File: config.mk
export PLATFORM = sky130hd
export DESIGN_NAME = branch_backup_fifo
export DESIGN_NICKNAME = d
export VERILOG_FILES = /design/src/rtl/branch_backup_fifo.sv
export SDC_FILE = /design/constraint.sdc
export NUM_CORES = 1
export LEC_CHECK = 0
export ABC_AREA = 1
export CAP_MARGIN = 20
export CORE_ASPECT_RATIO = 0.9
export CORE_UTILIZATION = 35
export DETAILED_ROUTE_END_ITERATION = 7
export PLACE_DENSITY = 0.63
export SLEW_MARGIN = 10
export SYNTH_ARGS = -nofsm -noshare
export SYNTH_HDL_FRONTEND = slang
export SYNTH_SLANG_ARGS = --single-unit
File: constraint.sdc
create_clock -name clk -period 1.6 [get_ports clk]
set_clock_uncertainty 0.1 [all_clocks]
set_input_delay 0.24 -clock clk [delete_from_list [all_inputs] [get_ports clk]]
set_output_delay 0.24 -clock clk [all_outputs]
set_load 0.01 [all_outputs]
File: src/rtl/branch_backup_fifo.sv
// rtl/branch_backup_fifo.sv - backup-PC FIFO for in-flight branch predictions
// Optional sticky overflow/underflow flag: define BRANCH_BACKUP_FIFO_ERR_EN.
module branch_backup_fifo #(
  parameter int WIDTH = 11,
  parameter int DEPTH = 4,
  localparam int CNT_W = $clog2(DEPTH + 1)
) (
  input  logic             clk,
  input  logic             rst_n,
  input  logic             clear,
  input  logic             enable,
  input  logic             select,
  input  logic             push,
  input  logic             pop,
  input  logic [WIDTH-1:0] I1,
  input  logic [WIDTH-1:0] I2,
  output logic [WIDTH-1:0] P,
  output logic [CNT_W-1:0] count,
  output logic             full,
  output logic             empty,
  output logic             err
);

  localparam int PTR_W = $clog2(DEPTH);

  logic [WIDTH-1:0] mem_q [DEPTH];
  logic [PTR_W-1:0] wr_ptr_q, wr_ptr_d;
  logic [PTR_W-1:0] rd_ptr_q, rd_ptr_d;
  logic [CNT_W-1:0] count_q, count_d;
  logic [WIDTH-1:0] p_q, p_d;
  logic [WIDTH-1:0] sel_data;
  logic             do_push, do_pop;

  assign sel_data = (enable & ~select) ? I2 : I1;
  assign full     = (count_q == CNT_W'(DEPTH));
  assign empty    = (count_q == '0);
  assign count    = count_q;
  assign P        = p_q;

  // A pop frees a slot in the same edge, so push on full is legal alongside it.
  assign do_pop  = ~clear & pop & ~empty;
  assign do_push = ~clear & push & (~full | do_pop);

  always_comb begin
    wr_ptr_d = wr_ptr_q;
    rd_ptr_d = rd_ptr_q;
    count_d  = count_q;
    p_d      = p_q;
    if (clear) begin
      wr_ptr_d = '0;
      rd_ptr_d = '0;
      count_d  = '0;
      p_d      = '0;
    end else begin
      if (do_pop) begin
        p_d      = mem_q[rd_ptr_q];
        rd_ptr_d = rd_ptr_q + 1'b1;
      end
      if (do_push) begin
        wr_ptr_d = wr_ptr_q + 1'b1;
      end
      if (do_push && !do_pop) begin
        count_d = count_q + 1'b1;
      end else if (do_pop && !do_push) begin
        count_d = count_q - 1'b1;
      end
    end
  end

  always_ff @(posedge clk or negedge rst_n) begin
    if (!rst_n) begin
      wr_ptr_q <= '0;
      rd_ptr_q <= '0;
      count_q  <= '0;
      p_q      <= '0;
    end else begin
      wr_ptr_q <= wr_ptr_d;
      rd_ptr_q <= rd_ptr_d;
      count_q  <= count_d;
      p_q      <= p_d;
    end
  end

  // Entry storage carries no reset; contents are only read once written.
  always_ff @(posedge clk) begin
    if (do_push) begin
      mem_q[wr_ptr_q] <= sel_data;
    end
  end

`ifdef BRANCH_BACKUP_FIFO_ERR_EN
  logic err_q;
  logic overflow, underflow;

  assign overflow  = ~clear & push & full & ~pop;
  assign underflow = ~clear & pop & empty;

  always_ff @(posedge clk or negedge rst_n) begin
    if (!rst_n) begin
      err_q <= 1'b0;
    end else if (overflow || underflow) begin
      err_q <= 1'b1;
    end
  end

  always_ff @(posedge clk) begin
    if (rst_n && overflow)  $error("branch_backup_fifo: overflow, push dropped");
    if (rst_n && underflow) $error("branch_backup_fifo: underflow, pop ignored");
  end

  assign err = err_q;
`else
  assign err = 1'b0;
`endif

endmodule

After elaboration in Yosys (flattened, before gate mapping) --
Memories as Yosys holds them, arrays and structs flattened. Cells that the tools add are included.
Cells by class: bitwise gates (word level) 10, $add $sub $neg 4, muxes and demuxes 12, reductions and logical operators 8, equal/unequal tests 1
Operators by type and width (number):
- $mux W11 | 3
- $mux W3 | 3
- $mux W2 | 4
- $and A1 B1 Y1 | 5
- $add A2 B1 Y2 const B | 2
- $not A1 Y1 | 4
- $reduce_bool A2 Y1 | 2
- $add A3 B1 Y3 const B | 1
- $eq A3 B3 Y1 const B | 1
- $logic_not A3 Y1 | 1
- $reduce_bool A3 Y1 | 1
- $sub A3 B1 Y3 const B | 1
- $logic_and A1 B1 Y1 | 2
- $logic_not A1 Y1 | 2
- $mux W1 | 2
- $or A1 B1 Y1 | 1
Word-level totals: word-level logic and storage cells 40, RAM bits 44, memories kept 1, register bits 18
Memories:
- mem_q | depth 4, bits a word 11, rd ports 1, clocked after memory_dff 0, wr ports 1, line 26 | logic [WIDTH-1:0] mem_q [DEPTH];

Longest topological paths before layout --
Gate-level depths: netlist of the first run.
depth in word-level cells 10, mapped depth 14, mapped depth without buffers 14

Worst setup path after synthesis of the first run --
OpenSTA, ideal clock, no wires.
kind register -> register, from reg count_q[1] (netlist: count[1]), to reg count_q[2] (netlist: count[2]), data required time 1.384 ns, cell stages (with the launch flop) 14, setup slack -0.200 ns, arrival 1.583 ns, path buffers 0, cells stage by stage dfrtp_1 > nor2_2 > nand2_2 > nand3_4 > inv_1 > fa_1 > inv_1 > nand2_1 > nand2_1 > inv_1 > nand2_1 > nand2_1 > nand2_1 > nand2_1
Between the ends: longest elaborated chain between the ends 8
Ends and longest elaborated chain:
- from (decl) | line 29 | logic [CNT_W-1:0] count_q, count_d;
- from (signal assigned) | line 79 | count_q <= count_d;
- $logic_not A3 Y1 | line 36 | assign empty = (count_q == '0);
- $not A1 Y1 | line 41 | assign do_pop = ~clear & pop & ~empty;
- $and A1 B1 Y1 | line 41
- $or A1 B1 Y1 | line 42 | assign do_push = ~clear & push & (~full | do_pop);
- $and A1 B1 Y1 | line 42
- $logic_and A1 B1 Y1 or $logic_not A1 Y1 (tied branches) | line 62, 64
- $mux W3 or $logic_and A1 B1 Y1 (tied branches) | line 62, 64
- $mux W3 or $reduce_bool A3 Y1 (tied branches)
Several ways; a longest one is shown, not always the timed one. The select of a mux whose other input is x is not followed. A chain may end at the register's enable or synchronous reset.

Worst setup path after layout of the first run --
from reg count_q[0] (netlist: count[0]), to reg count_q[2] (netlist: count[2])
The elaborated chain is that of the path after synthesis.

==> run_summary.xml, run 1 <==
<?xml version="1.0" encoding="UTF-8"?>
<metrics>
  <group name="place">
    <metric name="finalWeightedCongestion" unit="">0.802</metric>
    <metric name="port_buffers" unit="">44</metric>
    <metric name="detailed_place_hpwl" unit="um">3780</metric>
    <metric name="pre_cts_slack" unit="ns">-0.576</metric>
  </group>
  <group name="detailed_routing">
    <metric name="post-route-drc-count" unit="">0</metric>
    <metric name="via_per_inst" unit="">4.72</metric>
    <metric name="drt_wl_total" unit="um">5960</metric>
    <metric name="detail-route-antenna-nets" unit="">0</metric>
    <metric name="num_vias" unit="">2011</metric>
    <metric name="drt-pass1-iter-count" unit="">4</metric>
    <metric name="drtIter0Drc" unit="">68</metric>
    <metric name="routedWlPerCell" unit="um">14.0</metric>
  </group>
  <group name="cells_and_area">
    <metric name="insertedDiodeCount" unit="">0</metric>
    <metric name="area_delta_synth_final" unit="%">42.2</metric>
    <metric name="final.fill_count" unit="">672</metric>
    <metric name="post_route_cells_drive_above_1_share" unit="">0.303</metric>
    <metric name="finalNetCount" unit="">361</metric>
  </group>
  <group name="sta">
    <metric name="final.min_clock_period" unit="ns">1.82</metric>
    <metric name="final_hold_viol_count" unit="">0</metric>
    <metric name="fin_worst_hold_slack" unit="ns">0.142</metric>
    <metric name="finalSetupViolCount" unit="">48</metric>
    <metric name="slew_viol_final" unit="">0</metric>
    <metric name="achievable-frequency" unit="MHz">550</metric>
    <metric name="setup_repair_after_global_routing_missed_its_margin" unit="">yes</metric>
    <metric name="min_period_over_period" unit="">1.14</metric>
    <metric name="setup_slack" unit="ns">-0.218</metric>
    <metric name="totalNegativeSetupSlack" unit="ns">-7.55</metric>
  </group>
  <group name="min_path">
    <metric name="hold_path_class" unit="">in2async</metric>
  </group>
  <group name="setup_path">
    <metric name="setup.worst_path.start_class" unit="">flop</metric>
    <metric name="timing.rr.start" unit="">count[0]</metric>
    <metric name="critical_path.startpoint" unit="">count[0]</metric>
    <metric name="worst_setup_ep_type" unit="">flop</metric>
    <metric name="slowest_stage" unit="">dfrtp_1</metric>
    <metric name="crit_chain" unit="">nor2_2, buf_4, nand2_4, nand3_4, inv_2, fa_2, inv_2, nand2_2, nand2_2, inv_2, nand2_1, nand2_1, nand2_1, nand2_1</metric>
    <metric name="critical_path_arrival" unit="ns">1.94</metric>
    <metric name="endpoint_required_time_on_the_critical_path" unit="ns">1.72</metric>
    <metric name="reg2reg_slack" unit="ns">-0.22</metric>
    <metric name="cp_common_cell" unit="">nand2_1</metric>
    <metric name="timing.setup.critical_path_class" unit="">reg2reg</metric>
    <metric name="crit_path_max_fanout" unit="">3</metric>
    <metric name="crit_path_largest_cell_delay" unit="ns">0.39</metric>
  </group>
  <group name="yosys">
    <metric name="netlist_instances" unit="">245</metric>
    <metric name="synth_flop_cell" unit="">edfxtp_1</metric>
    <metric name="syn_nets" unit="">279</metric>
    <metric name="synth.yosys.seq_area_share" unit="">0.645</metric>
    <metric name="synth_async_sr_flop_share" unit="">0.290</metric>
    <metric name="synth.yosys.warnings" unit="">0</metric>
    <metric name="synthDistinctLibCells" unit="">27</metric>
    <metric name="synth_area" unit="mm2">0.00275</metric>
    <metric name="postSynthAreaPerCell" unit="um2">11.2</metric>
    <metric name="synth-edff-count" unit="">44</metric>
    <metric name="number_of_register_bits_inferred_by_synthesis" unit="">62</metric>
  </group>
  <group name="floorplanning">
    <metric name="num_io_pins" unit="">46</metric>
    <metric name="floorplan.die_area" unit="mm2">0.00821</metric>
    <metric name="floorplan.rows" unit="">30</metric>
    <metric name="floorplan.initialDensity" unit="">0.362</metric>
    <metric name="dieWidth" unit="um">95.4</metric>
    <metric name="die_height" unit="um">86.1</metric>
    <metric name="core_region_area" unit="mm2">0.00758</metric>
  </group>
  <group name="power">
    <metric name="vdd.ir_drop.worst" unit="mV">0.478</metric>
    <metric name="power_density" unit="mW/mm2">1270</metric>
    <metric name="leakage" unit="nW">1.70</metric>
  </group>
  <group name="clock_network">
    <metric name="clkTransAtPathRegs" unit="ns">0.07</metric>
    <metric name="cts_tree" unit="">yes</metric>
    <metric name="ctsHoldBuffers" unit="">0</metric>
    <metric name="numClockSinks" unit="">62</metric>
    <metric name="insertion_delay" unit="ns">0.33</metric>
    <metric name="cts_inserted_buffers" unit="">9</metric>
    <metric name="cts-root-buf" unit="">clkbuf_8</metric>
    <metric name="maximum_count_of_clock_buffers_along_a_single_path" unit="">2</metric>
    <metric name="htreeDepth" unit="">3</metric>
  </group>
  <group name="grt">
    <metric name="first_global_vias" unit="">1863</metric>
    <metric name="grt.overflow.total" unit="">0</metric>
    <metric name="number_of_antenna_violations_at_the_first_check_in_global_routing" unit="">0</metric>
    <metric name="grt_pass1_wl" unit="um">9420</metric>
    <metric name="grt_max_degree" unit="">25</metric>
    <metric name="grt_util_all_layers" unit="">0.155</metric>
  </group>
  <group name="status">
    <metric name="failed_checks" unit="">negative setup slack</metric>
    <metric name="status" unit="">finished with violations</metric>
  </group>
  <group name="run">
    <metric name="drv.max_cap_violation_count" unit="">0</metric>
  </group>
</metrics>
## worst paths after layout
kind | to | cells after the start
setup / recovery | count[2] | 14
hold / removal | P[6] | 2
setup reg to reg | count[2] | 14
hold reg to reg | P[6] | 2
max in group asynchronous | wr_ptr_q[1] | 2
min in group clk | count[1] | 4
## per-stage QoR
step	instance area [um2]	instances	power, mW	utilization
floorplan	2760	245	2.80	-
global placement	3540	399	3.48	0.467
detailed placement	3540	399	3.51	0.467
CTS	3800	421	4.87	0.501
global route	3910	426	5.26	0.515
finish	3910	426	4.97	0.515
## cell usage after synthesis (2+ instances only)
library cell / n / area share
mux2_2: 11 / 0.045
inv_2: 3 / 0.0041
edfxtp_1: 44 / 0.48
o22ai_1: 11 / 0.025
ha_1: 4 / 0.018
nand2_2: 4 / 0.0091
nand3_1: 14 / 0.026
inv_1: 21 / 0.029
dfrtp_1: 18 / 0.16
o21ai_0: 27 / 0.049
clkbuf_1: 3 / 0.0041
buf_2: 5 / 0.0091
nor2_1: 28 / 0.038
nor2_2: 2 / 0.0046
nand2_1: 38 / 0.052
## timing repair
| action | CTS | global route |
|---|---|---|
| buffers inserted | 11 | 6 |
| setup endpoints to repair | 53 | 69 |
| cloned | 1 | 1 |
| gates resized for setup | 26 | 26 |
| pin swaps | 10 | 9 |
## metal layers
| layer | GRT usage | share of wire | vias up |
|---|---|---|---|
| met1 | 0.196 | 0.43 | 940 |
| met2 | 0.256 | 0.51 | 62 |
| met4 | 0.0380 | 0.011 | 0 |
| met5 | 0 | 0 | - |
| li1 | - | - | 1003 |
| met3 | 0.0523 | 0.051 | 6 |
## cells in the final DEF (no fill, tap or decap), drive strengths merged
cell type	Yosys	final
dfrtp	18	18
inv	24	24
o21ai	29	29
buf	8	37
nor2	30	31
fa	1	1
a21oi	1	1
clkinvlp	0	1
dlymetal6s2s	0	5
mux2	11	11
clkinv	0	3
edfxtp	44	44
nand2	43	43
clkbuf	3	12
dlygate4sd2	0	5
nand3	15	15
clkdlybuf4s50	0	31
ha	4	4
bufinv	0	1
nor3	1	1
o22ai	11	11
nand4	1	1
conb	1	1
## where the power goes
group	total, mW	internal (mW)	switching, mW
logic	1.72	0.833	0.887
clock network	1.24	0.692	0.552
registers	2.00	1.91	0.0908
## registers in the layout, indices dropped and copies added (netlist names)
signal / cells
wr_ptr_q: 2
count: 3
rd_ptr_q: 2
P: 11
mem_q: 44
## layout make-up
| type | count | area [um2] | area share |
|---|---|---|---|
| multi-input cells | 149 | 908 | 0.233 |
| repair buffers | 81 | 837 | 0.214 |
| flip-flops and latches | 62 | 1770 | 0.454 |
| clock buffers | 9 | 124 | 0.0317 |
| clock inverters | 5 | 52.6 | 0.0135 |
| well taps | 96 | 120 | 0.0307 |
| inverters | 24 | 92.6 | 0.0237 |
## logic make-up after synthesis
logic type	after synthesis	synth area share
simple gates	90	0.144
flops	62	0.645
compound gates	41	0.0852
buf+inv	35	0.0542
mux	11	0.0451
fa+ha+maj	5	0.0255
other cells	1	0.00136
## critical path: cells and delay by family (launching register included)
family | cells | cell delay [ns]
buffers and inverters | 4 | 0.28
and+or+nand+nor | 9 | 0.60
DFF | 1 | 0.39
adders and majority gates | 1 | 0.34
Note: power is estimated with default switching activity, not from simulation.
==> run 2, diff against run 1 <==
--- a/config.mk
+++ b/config.mk
@@ -10,7 +10,8 @@
 export CORE_ASPECT_RATIO = 0.9
 export CORE_UTILIZATION = 35
 export DETAILED_ROUTE_END_ITERATION = 7
-export PLACE_DENSITY = 0.63
+export DONT_BUFFER_PORTS = 1
+export PLACE_DENSITY = 0.55
 export SLEW_MARGIN = 10
 export SYNTH_ARGS = -nofsm -noshare
 export SYNTH_HDL_FRONTEND = slang
==> run_summary.xml, run 2 (synthesis gave the netlist of run 1 again) <==
<?xml version="1.0" encoding="UTF-8"?>
<metrics>
  <group name="power">
    <metric name="power_density" unit="mW/mm2">1400</metric>
    <metric name="vdd.ir_drop.worst" unit="mV">0.677</metric>
    <metric name="leakage" unit="nW">1.33</metric>
    <metric name="post-layout-total-power" unit="mW">4.58</metric>
  </group>
  <group name="floorplanning">
    <metric name="core_region_area" unit="mm2">0.00758</metric>
    <metric name="die_height" unit="um">86.1</metric>
    <metric name="floorplan.die_area" unit="mm2">0.00821</metric>
    <metric name="num_io_pins" unit="">46</metric>
    <metric name="floorplan.initialDensity" unit="">0.362</metric>
    <metric name="dieWidth" unit="um">95.4</metric>
    <metric name="floorplan.rows" unit="">30</metric>
  </group>
  <group name="clock_network">
    <metric name="htreeDepth" unit="">3</metric>
    <metric name="cts_tree" unit="">yes</metric>
    <metric name="insertion_delay" unit="ns">0.34</metric>
    <metric name="cts-root-buf" unit="">clkbuf_8</metric>
    <metric name="maximum_count_of_clock_buffers_along_a_single_path" unit="">2</metric>
    <metric name="cts_inserted_buffers" unit="">9</metric>
    <metric name="numClockSinks" unit="">62</metric>
    <metric name="clkTransAtPathRegs" unit="ns">0.08</metric>
  </group>
  <group name="grt">
    <metric name="first_global_vias" unit="">1632</metric>
    <metric name="grt_pass1_wl" unit="um">8800</metric>
    <metric name="number_of_antenna_violations_at_the_first_check_in_global_routing" unit="">0</metric>
    <metric name="grt_max_degree" unit="">23</metric>
    <metric name="grt.overflow.total" unit="">0</metric>
    <metric name="grt_util_all_layers" unit="">0.152</metric>
  </group>
  <group name="setup_path">
    <metric name="slowest_stage" unit="">dfrtp_1</metric>
    <metric name="setup.worst_path.start_class" unit="">flop</metric>
    <metric name="worst_setup_ep_type" unit="">flop</metric>
    <metric name="endpoint_required_time_on_the_critical_path" unit="ns">1.77</metric>
    <metric name="timing.setup.critical_path_class" unit="">reg2reg</metric>
    <metric name="crit_chain" unit="">nor2_2, nand2_2, nand3_4, inv_2, fa_2, inv_2, nand2_2, nand2_2, nand4_1, nand2_1, nand2_1, nand2_1</metric>
    <metric name="crit_path_max_fanout" unit="">2</metric>
    <metric name="crit_path_largest_cell_delay" unit="ns">0.39</metric>
    <metric name="critical_path_arrival" unit="ns">1.88</metric>
  </group>
  <group name="sta">
    <metric name="timing.slew.headroom" unit="">0.414</metric>
    <metric name="worst_slew_pin_slew" unit="ns">0.876</metric>
    <metric name="final_hold_viol_count" unit="">0</metric>
    <metric name="achievable-frequency" unit="MHz">586</metric>
    <metric name="finalSetupViolCount" unit="">47</metric>
    <metric name="setup_repair_after_global_routing_missed_its_margin" unit="">yes</metric>
    <metric name="min_period_over_period" unit="">1.07</metric>
    <metric name="setup_slack" unit="ns">-0.107</metric>
    <metric name="slew_viol_final" unit="">0</metric>
    <metric name="final.min_clock_period" unit="ns">1.71</metric>
  </group>
  <group name="detailed_routing">
    <metric name="routedWlPerCell" unit="um">15.4</metric>
    <metric name="drt_wl_total" unit="um">5720</metric>
    <metric name="drt-pass1-iter-count" unit="">4</metric>
    <metric name="num_vias" unit="">1746</metric>
    <metric name="via_per_inst" unit="">4.71</metric>
    <metric name="post-route-drc-count" unit="">0</metric>
    <metric name="detail-route-antenna-nets" unit="">0</metric>
    <metric name="drtIter0Drc" unit="">75</metric>
  </group>
  <group name="cells_and_area">
    <metric name="finalNetCount" unit="">304</metric>
    <metric name="insertedDiodeCount" unit="">0</metric>
    <metric name="top_register" unit="">mem_q</metric>
    <metric name="mostFrequentLayoutCells" unit="">edfxtp_1, nand2_1, o21ai_0</metric>
    <metric name="largest_reg_flops" unit="">44</metric>
    <metric name="final_cell_count_no_fill" unit="">371</metric>
    <metric name="area_delta_synth_final" unit="%">19.2</metric>
    <metric name="final.fill_count" unit="">728</metric>
    <metric name="final_cell_area" unit="mm2">0.00327</metric>
    <metric name="post_route_cells_drive_above_1_share" unit="">0.273</metric>
    <metric name="final_common_cell" unit="">edfxtp_1</metric>
  </group>
  <group name="place">
    <metric name="placed_cell_area" unit="mm2">0.00297</metric>
    <metric name="dp_cells" unit="">348</metric>
    <metric name="pre_cts_slack" unit="ns">-0.141</metric>
    <metric name="finalWeightedCongestion" unit="">0.794</metric>
    <metric name="detailed_place_hpwl" unit="um">3710</metric>
    <metric name="port_buffers" unit="">0</metric>
  </group>
  <group name="status">
    <metric name="status" unit="">finished with violations</metric>
    <metric name="failed_checks" unit="">negative setup slack</metric>
  </group>
  <group name="run">
    <metric name="drv.max_cap_violation_count" unit="">0</metric>
  </group>
  <group name="min_path">
    <metric name="hold_path_class" unit="">in2reg</metric>
  </group>
</metrics>
run 2: cell types whose count changed in the layout (fill, tap and decap cells not counted), sizes merged, moves of 2 or more:
cell and change:
inv +2, clkdlybuf4s50 -31, clkbuf -3, dlygate4sd2 -5, dlygate4sd3 +2, buf -14, dlymetal6s2s -5
run 2: worst max-delay path: cells and delay by family (launching register included):
kind / cells / cell delay [ns]
simple gates: 9 / 0.72
flops: 1 / 0.39
buf+inv: 2 / 0.10
fa+ha+maj: 1 / 0.34
run 2: layer usage:
layer | GRT usage | up-vias | wire, um
met3 | 0.0656 | 4 | 380
met5 | 0 | - | 0
met1 | 0.211 | 812 | 2830
met4 | 0.0393 | 0 | 38
met2 | 0.217 | 51 | 2470
li1 | - | 879 | -
run 2: per-stage QoR:
stage,util,hold slack (ns),setup TNS [ns]
floorplan,-,-0.156,-0.265
global placement,0.392,-0.155,-4.38
detailed placement,0.392,-0.155,-5.40
CTS,0.421,0.0593,-5.77
global route,0.432,0.0589,-6.06
finish,0.432,0.0740,-2.09
run 2: where the power goes:
part           internal, mW  switching (mW)
combinational         0.462           0.709
sequential             1.91           0.143
clock                 0.721           0.632
total                  3.09            1.48
run 2: worst paths after layout:
kind / cells after the start / endpoint / from / slack [ns]
setup / recovery: 12 / count[2] / count[1] / -0.11
hold / removal: 1 / mem_q[1][3] / I2[3] / 0.07
setup reg to reg: 12 / count[2] / count[1] / -0.11
hold reg to reg: 1 / wr_ptr_q[0] / wr_ptr_q[0] / 0.47
max in group asynchronous: 1 / count[2] / rst_n / 0.49
min in group asynchronous: 1 / P[10] / rst_n / 0.36
run 2: area by class of cell:
class | count | area (um2) | share of cell area
Clock buffer | 9 | 124 | 0.0378
Tap cell | 96 | 120 | 0.0367
Clock inverter | 7 | 71.3 | 0.0218
Timing Repair Buffer | 25 | 230 | 0.0703
Multi-Input combinational cell | 148 | 865 | 0.264
Inverter | 24 | 92.6 | 0.0283
Sequential cell | 62 | 1770 | 0.541
run 2: what timing repair did:
item,in CTS,in global routing
pin swaps,2,2
setup endpoints to repair,47,59
buffers inserted,1,4
hold endpoints to repair,22,0
hold buffers,2,0
gates resized for setup,1,10
